===== src/rtl/uart_tx_shift_pkg.sv =====
// Shared soft-UART definitions: FSM state encoding, frame constants and the parity helper.
// The receiver imports the same package so both ends agree on timing and encoding.
package uart_tx_shift_pkg;

  localparam int UART_DATA_BITS        = 8;
  localparam int UART_CLKS_PER_BIT_DEF = 5208;

  typedef enum logic [2:0] {
    ST_IDLE   = 3'd0,
    ST_START  = 3'd1,
    ST_DATA   = 3'd2,
    ST_PARITY = 3'd3,
    ST_STOP   = 3'd4
  } uart_state_e;

  // Even parity makes the total count of ones even; odd flips it.
  function automatic logic parity_bit(input logic [UART_DATA_BITS-1:0] data,
                                      input logic                      odd);
    return (^data) ^ odd;
  endfunction

endpackage


===== src/rtl/uart_tx_shift_baud_tick.sv =====
// Bit-period counter: counts 0..CLKS_PER_BIT-1 and pulses tick on the wrap cycle.
// clear restarts the period so a new frame always begins with a full-length bit.
module uart_baud_tick
  import uart_tx_shift_pkg::*;
#(
  parameter int CLKS_PER_BIT = UART_CLKS_PER_BIT_DEF
) (
  input  logic clk,
  input  logic rst_n,
  input  logic clear,
  output logic tick
);

  localparam int               CNT_W = (CLKS_PER_BIT > 2) ? $clog2(CLKS_PER_BIT) : 1;
  localparam logic [CNT_W-1:0] LAST  = CNT_W'(CLKS_PER_BIT - 1);

  logic [CNT_W-1:0] cnt;

  always_ff @(posedge clk or negedge rst_n) begin
    if (!rst_n) begin
      cnt <= '0;
    end else if (clear || (cnt == LAST)) begin
      cnt <= '0;
    end else begin
      cnt <= cnt + 1'b1;
    end
  end

  assign tick = (cnt == LAST);

endmodule


===== src/rtl/uart_tx_shift.sv =====
// Soft UART transmitter: start bit, 8 data bits LSB first, optional parity, 1 or 2 stop bits.
// A byte is accepted on tx_valid && tx_ready and serialised from a frame shift register.
module uart_tx_shift
  import uart_tx_shift_pkg::*;
#(
  parameter int CLKS_PER_BIT = UART_CLKS_PER_BIT_DEF,
  parameter int PARITY_EN    = 0,
  parameter int PARITY_ODD   = 0,
  parameter int STOP_BITS    = 1
) (
  input  logic                      clk,
  input  logic                      rst_n,
  input  logic [UART_DATA_BITS-1:0] tx_data,
  input  logic                      tx_valid,
  output logic                      tx_ready,
  output logic                      tx_line,
  output logic                      tx_busy,
  output logic                      tx_done
);

  localparam int         SHIFT_W   = UART_DATA_BITS + 1;
  localparam logic [2:0] LAST_DATA = 3'(UART_DATA_BITS - 1);
  localparam logic [2:0] LAST_STOP = 3'(STOP_BITS - 1);
  localparam logic       PAR_EN    = (PARITY_EN != 0);
  localparam logic       PAR_ODD   = (PARITY_ODD != 0);

  if ((STOP_BITS != 1) && (STOP_BITS != 2)) begin : g_bad_stop_bits
    $error("uart_tx_shift: STOP_BITS must be 1 or 2, got %0d", STOP_BITS);
  end
  if (CLKS_PER_BIT < 2) begin : g_bad_clks_per_bit
    $error("uart_tx_shift: CLKS_PER_BIT must be >= 2, got %0d", CLKS_PER_BIT);
  end

  uart_state_e        state;
  uart_state_e        state_nx;
  logic [SHIFT_W-1:0] shreg;
  logic [2:0]         bit_cnt;
  logic               tick;
  logic               accept;
  logic               frame_top;
  logic               line_nx;
  logic               done_nx;

  assign accept    = tx_valid && tx_ready;
  // Bit above the data byte: the parity bit, or a stop-level 1 when parity is off.
  assign frame_top = PAR_EN ? parity_bit(tx_data, PAR_ODD) : 1'b1;

  uart_baud_tick #(
    .CLKS_PER_BIT (CLKS_PER_BIT)
  ) u_baud (
    .clk   (clk),
    .rst_n (rst_n),
    .clear (accept),
    .tick  (tick)
  );

  always_ff @(posedge clk or negedge rst_n) begin
    if (!rst_n) begin
      state <= ST_IDLE;
    end else begin
      state <= state_nx;
    end
  end

  always_comb begin
    state_nx = state;
    case (state)
      ST_IDLE: begin
        if (accept) state_nx = ST_START;
      end
      ST_START: begin
        if (tick) state_nx = ST_DATA;
      end
      ST_DATA: begin
        if (tick && (bit_cnt == LAST_DATA)) state_nx = PAR_EN ? ST_PARITY : ST_STOP;
      end
      ST_PARITY: begin
        if (tick) state_nx = ST_STOP;
      end
      ST_STOP: begin
        if (tick && (bit_cnt == LAST_STOP)) state_nx = ST_IDLE;
      end
      default: state_nx = ST_IDLE;
    endcase
  end

  // Next value of the registered line; after bit 7, shreg[1] holds the parity or stop bit.
  always_comb begin
    line_nx = tx_line;
    done_nx = 1'b0;
    case (state)
      ST_IDLE: begin
        line_nx = !accept;
      end
      ST_START: begin
        if (tick) line_nx = shreg[0];
      end
      ST_DATA: begin
        if (tick) line_nx = shreg[1];
      end
      ST_PARITY: begin
        if (tick) line_nx = 1'b1;
      end
      ST_STOP: begin
        line_nx = 1'b1;
        if (tick && (bit_cnt == LAST_STOP)) done_nx = 1'b1;
      end
      default: line_nx = 1'b1;
    endcase
  end

  always_ff @(posedge clk or negedge rst_n) begin
    if (!rst_n) begin
      tx_line  <= 1'b1;
      tx_ready <= 1'b1;
      tx_busy  <= 1'b0;
      tx_done  <= 1'b0;
    end else begin
      tx_line  <= line_nx;
      tx_ready <= (state_nx == ST_IDLE);
      tx_busy  <= (state_nx != ST_IDLE);
      tx_done  <= done_nx;
    end
  end

  // bit_cnt indexes data bits in DATA and stop bits in STOP; it wraps to 0 leaving DATA.
  always_ff @(posedge clk or negedge rst_n) begin
    if (!rst_n) begin
      bit_cnt <= 3'd0;
    end else if (accept) begin
      bit_cnt <= 3'd0;
    end else if (tick && ((state == ST_DATA) || (state == ST_STOP))) begin
      bit_cnt <= bit_cnt + 3'd1;
    end
  end

  always_ff @(posedge clk) begin
    if (accept) begin
      shreg <= {frame_top, tx_data};
    end else if (tick && (state == ST_DATA)) begin
      shreg <= {1'b1, shreg[SHIFT_W-1:1]};
    end
  end

endmodule

===== config.mk =====
export PLATFORM = sky130hd
export DESIGN_NAME = uart_tx_shift
export DESIGN_NICKNAME = d
export VERILOG_FILES = /design/src/rtl/uart_tx_shift_pkg.sv /design/src/rtl/uart_tx_shift_baud_tick.sv /design/src/rtl/uart_tx_shift.sv
export SDC_FILE = /design/constraint.sdc
export NUM_CORES = 1
export LEC_CHECK = 0
export BUFFER_PORTS_ARGS = -buffer_cell sky130_fd_sc_hd__buf_2
export CAP_MARGIN = 10
export CORE_UTILIZATION = 63
export CTS_BUF_LIST = sky130_fd_sc_hd__clkbuf_4
export CTS_CLUSTER_SIZE = 40
export DETAILED_ROUTE_END_ITERATION = 8
export PLACE_DENSITY_LB_ADDON = 0.15
export SYNTH_ARGS = -nofsm -noshare
export SYNTH_HDL_FRONTEND = slang
export SYNTH_SLANG_ARGS = --single-unit

===== constraint.sdc =====
create_clock -name clk -period 7.44 [get_ports clk]
set_input_delay 0 -clock clk [delete_from_list [all_inputs] [get_ports clk]]
set_output_delay 0 -clock clk [all_outputs]
set_load 0.02 [all_outputs]

==> flow_summary_export.csv <==
group,metric,value,unit
final_layout,fin_nets,178,
timing,finalSetupViolCount,0,
detailed_routing,antenna_left,0,
die,start_util,67.2,%
global_route,grt-ovfl-total,0,
global_route,grt_max_degree,24,
power,ir_drop,114,uV
timing,hold_violations,0,
clock_network,clock-sinks,31,
min_path,hold_path_class,"in -> async",
placement,dp_hpwl,1980,um
clock_network,clk_latency,330,ps
detailed_routing,dr_total_vias,1113,
timing,slew_headroom,22.2,%
global_route,grt_pass1_wl,4730,um
die,die_x,50.8,um
clock_network,root_buffer,"clkbuf_4",
synth,avgSynthCellArea,10.9,um2
detailed_routing,drt_wl_total,2740,um
synth,synth.yosys.seq_area_share,54.5,%
die,rows,17,
die,core_area,2230,um2
global_route,grt_pass1_vias,1109,
clock_network,cts_tree,"built",
detailed_routing,drt_iter0_drc,35,
clock_network,clock_path_buffers,2,
synth,synth_edf_count,8,
global_route,grtUsageTotal,26.4,%
timing,maxSlewViolCount,0,
die,ioPinCount,15,
timing,fin_crit_sh,39.0,%
critical_path,critPathCaptureType,"flip-flop",
timing,rsz0062_at_grt,"false",
critical_path,regToRegEndpoint,"shreg[7]$_SDFFCE_PN1P_",
critical_path,cp_data_required_time,7390,ps
critical_path,cpPeakStageDelay,960,ps
critical_path,r2r_start,"u_baud.cnt[8]$_DFF_PN0_",
synth,ys_types,35,
synth,netlist.top_cell.by_area,"dfrtp_1",
placement,portBuffers,14,
synth,syn_nets,153,
die,chipHeight,50.8,um
final_layout,layout-drive-gt1-share,19.5,%
power,power.density,159,nW/um2
synth,synth_top_area_share,35.0,%
critical_path,cp-start-kind,"flip-flop",
critical_path,crit_chain,"or4b_1 -> or3_1 -> o31ai_1",
synth,synth_common_cells,"21 x dfrtp_1, 17 x nor2_1, 11 x nand2_1",
detailed_routing,drtPass1Iterations,4,
critical_path,crit_path_top_delay_cell,"o31ai_1",
clock_network,numCtsBuffers,5,
synth,yosysMostFrequentCell,"dfrtp_1",
critical_path,ff2ff_setup_slack,4540,ps
detailed_routing,wire_per_inst,14.3,um
final_layout,syn_to_final_growth,14.6,%
final_layout,post-route-util,77.0,%
detailed_routing,drc,0,
clock_network,postCtsResizedCells,0,
die,die_area,2580,um2
timing,fin_crit,2900,ps
synth,synthArstFlopShare,74.2,%
synth,synth-main-ff-cell,"dfrtp_1",
timing,fin_worst_skew,13.1,ps
timing,setup_tns,0,ps
outcome,status,"complete, no violations",
critical_path,startpoint,"u_baud.cnt[8]$_DFF_PN0_",
power,p_leak,0.000674,uW
timing,tightestPinTransition,1160,ps
synth,synth_area_leaders,"dfrtp_1 35%, edfxtp_1 16%, mux2_2 5.2%",
flow_run,maxCapViolations,0,
critical_path,crit_fanout,9,
critical_path,critPathArrivalTime,2850,ps
critical_path,r2r_cells,3,
critical_path,critPathKind,"reg -> reg",
placement,routabilityCongestion,0.877,
critical_path,cp-endpoint,"shreg[7]$_SDFFCE_PN1P_",
global_route,antenna_found_initial,0,
final_layout,diodes,0,
clock_network,htreeDepth,2,
timing,max_freq,345,MHz
synth,synthCells,138,
synth,ys_warn_count,0,
synth,syn_area,1500,um2
clock_network,clk_pin_slew,90,ps
synth,yosys_register_bits,31,
detailed_routing,avgViaCountPerCell,5.80,
-- metal layers --
layer  vias up  GRT usage, %  wire [um]
met3         7          7.14        100
met5         -             0          0
met2        30          42.7       1360
met1       538          32.2       1220
met4         0          14.4         57
li1        538             -          -
-- cell type report --
| cell class | instances | area, um2 |
|---|---|---|
| flip-flops and latches | 31 | 818 |
| multi-input cells | 98 | 639 |
| fillers | 148 | 513 |
| repair buffers | 23 | 160 |
| clock buffers | 6 | 45.0 |
| well taps | 28 | 35.0 |
| inverters | 4 | 15.0 |
| clock inverters | 2 | 7.51 |
-- flip-flops by register name, summed over array words and instances (netlist names) --
name        count
bit_cnt         3
tx_busy         1
tx_done         1
state           3
tx_ready        1
tx_line         1
shreg           8
u_baud.cnt     13
-- worst max-delay path: cells and delay by family (launching register included) --
kind / cells / cell delay (ps)
AND/OR/NAND/NOR: 2 / 1160
AO/OA/AOI/OAI: 1 / 960
flip-flops: 1 / 410
-- power breakdown --
part / internal [uW] / total, uW / switching, uW
clock: 38.6 / 92.2 / 53.7
combinational: 4.97 / 8.37 / 3.39
sequential: 174 / 174 / 0
-- stage by stage --
stage	power (uW)	std cells	hold slack, ps	instance area (um2)	setup slack (ps)
3_3_place_gp	182	175	-20.1	1580	4650
5_1_grt	285	192	186	1720	4390
4_1_cts	277	192	144	1720	4540
2_1_floorplan	177	138	-296	1500	4830
3_5_place_dp	182	175	-8.40	1580	4510
6_report	274	192	156	1720	4540
-- cells in the final DEF (no fill, tap or decap), types with 6 or more instances in the layout --
cell type,netlist,final
nor2_1,17,17
xnor2_1,9,9
nand2_1,11,11
buf_2,2,14
clkbuf_4,0,6
edfxtp_1,8,8
nor3_1,7,7
dfrtp_1,21,21
mux2_2,7,7
dlygate4sd3_1,0,9
-- how the worst min path moves through the flow --
stage          cells after the start  slack, ps                     end      from
2_1_floorplan                      0       -300  bit_cnt[0]$_DFFE_PN0P_     rst_n
3_3_place_gp                       1        -20      state[1]$_DFF_PN0_     rst_n
3_5_place_dp                       1         -8       tx_busy$_DFF_PN0_     rst_n
4_1_cts                            4        140  bit_cnt[1]$_DFFE_PN0P_  tx_valid
5_1_grt                            2        190      state[0]$_DFF_PN0_     rst_n
6_report                           2        160      state[1]$_DFF_PN0_     rst_n
-- cells by family (layout without fill, tap and decap cells) --
| logic type | Yosys count | after routing | share of synthesized area, % |
|---|---|---|---|
| buffers and inverters | 9 | 35 | 2.92 |
| AND/OR/NAND/NOR | 60 | 60 | 20.3 |
| adder cells (fa/ha/maj) | 4 | 4 | 3.33 |
| AO/OA/AOI/OAI | 15 | 15 | 6.58 |
| flip-flops | 31 | 31 | 54.5 |
| XOR/XNOR | 11 | 11 | 6.42 |
| multiplexers | 8 | 8 | 5.92 |
-- timing repair --
item / 4_1_cts / 5_1_grt
endpoints found under the hold margin: 31 / 0
hold buffers: 9 / 0
setup buffers: 0 / 0
No activity file was read; power rests on OpenSTA's default activity.
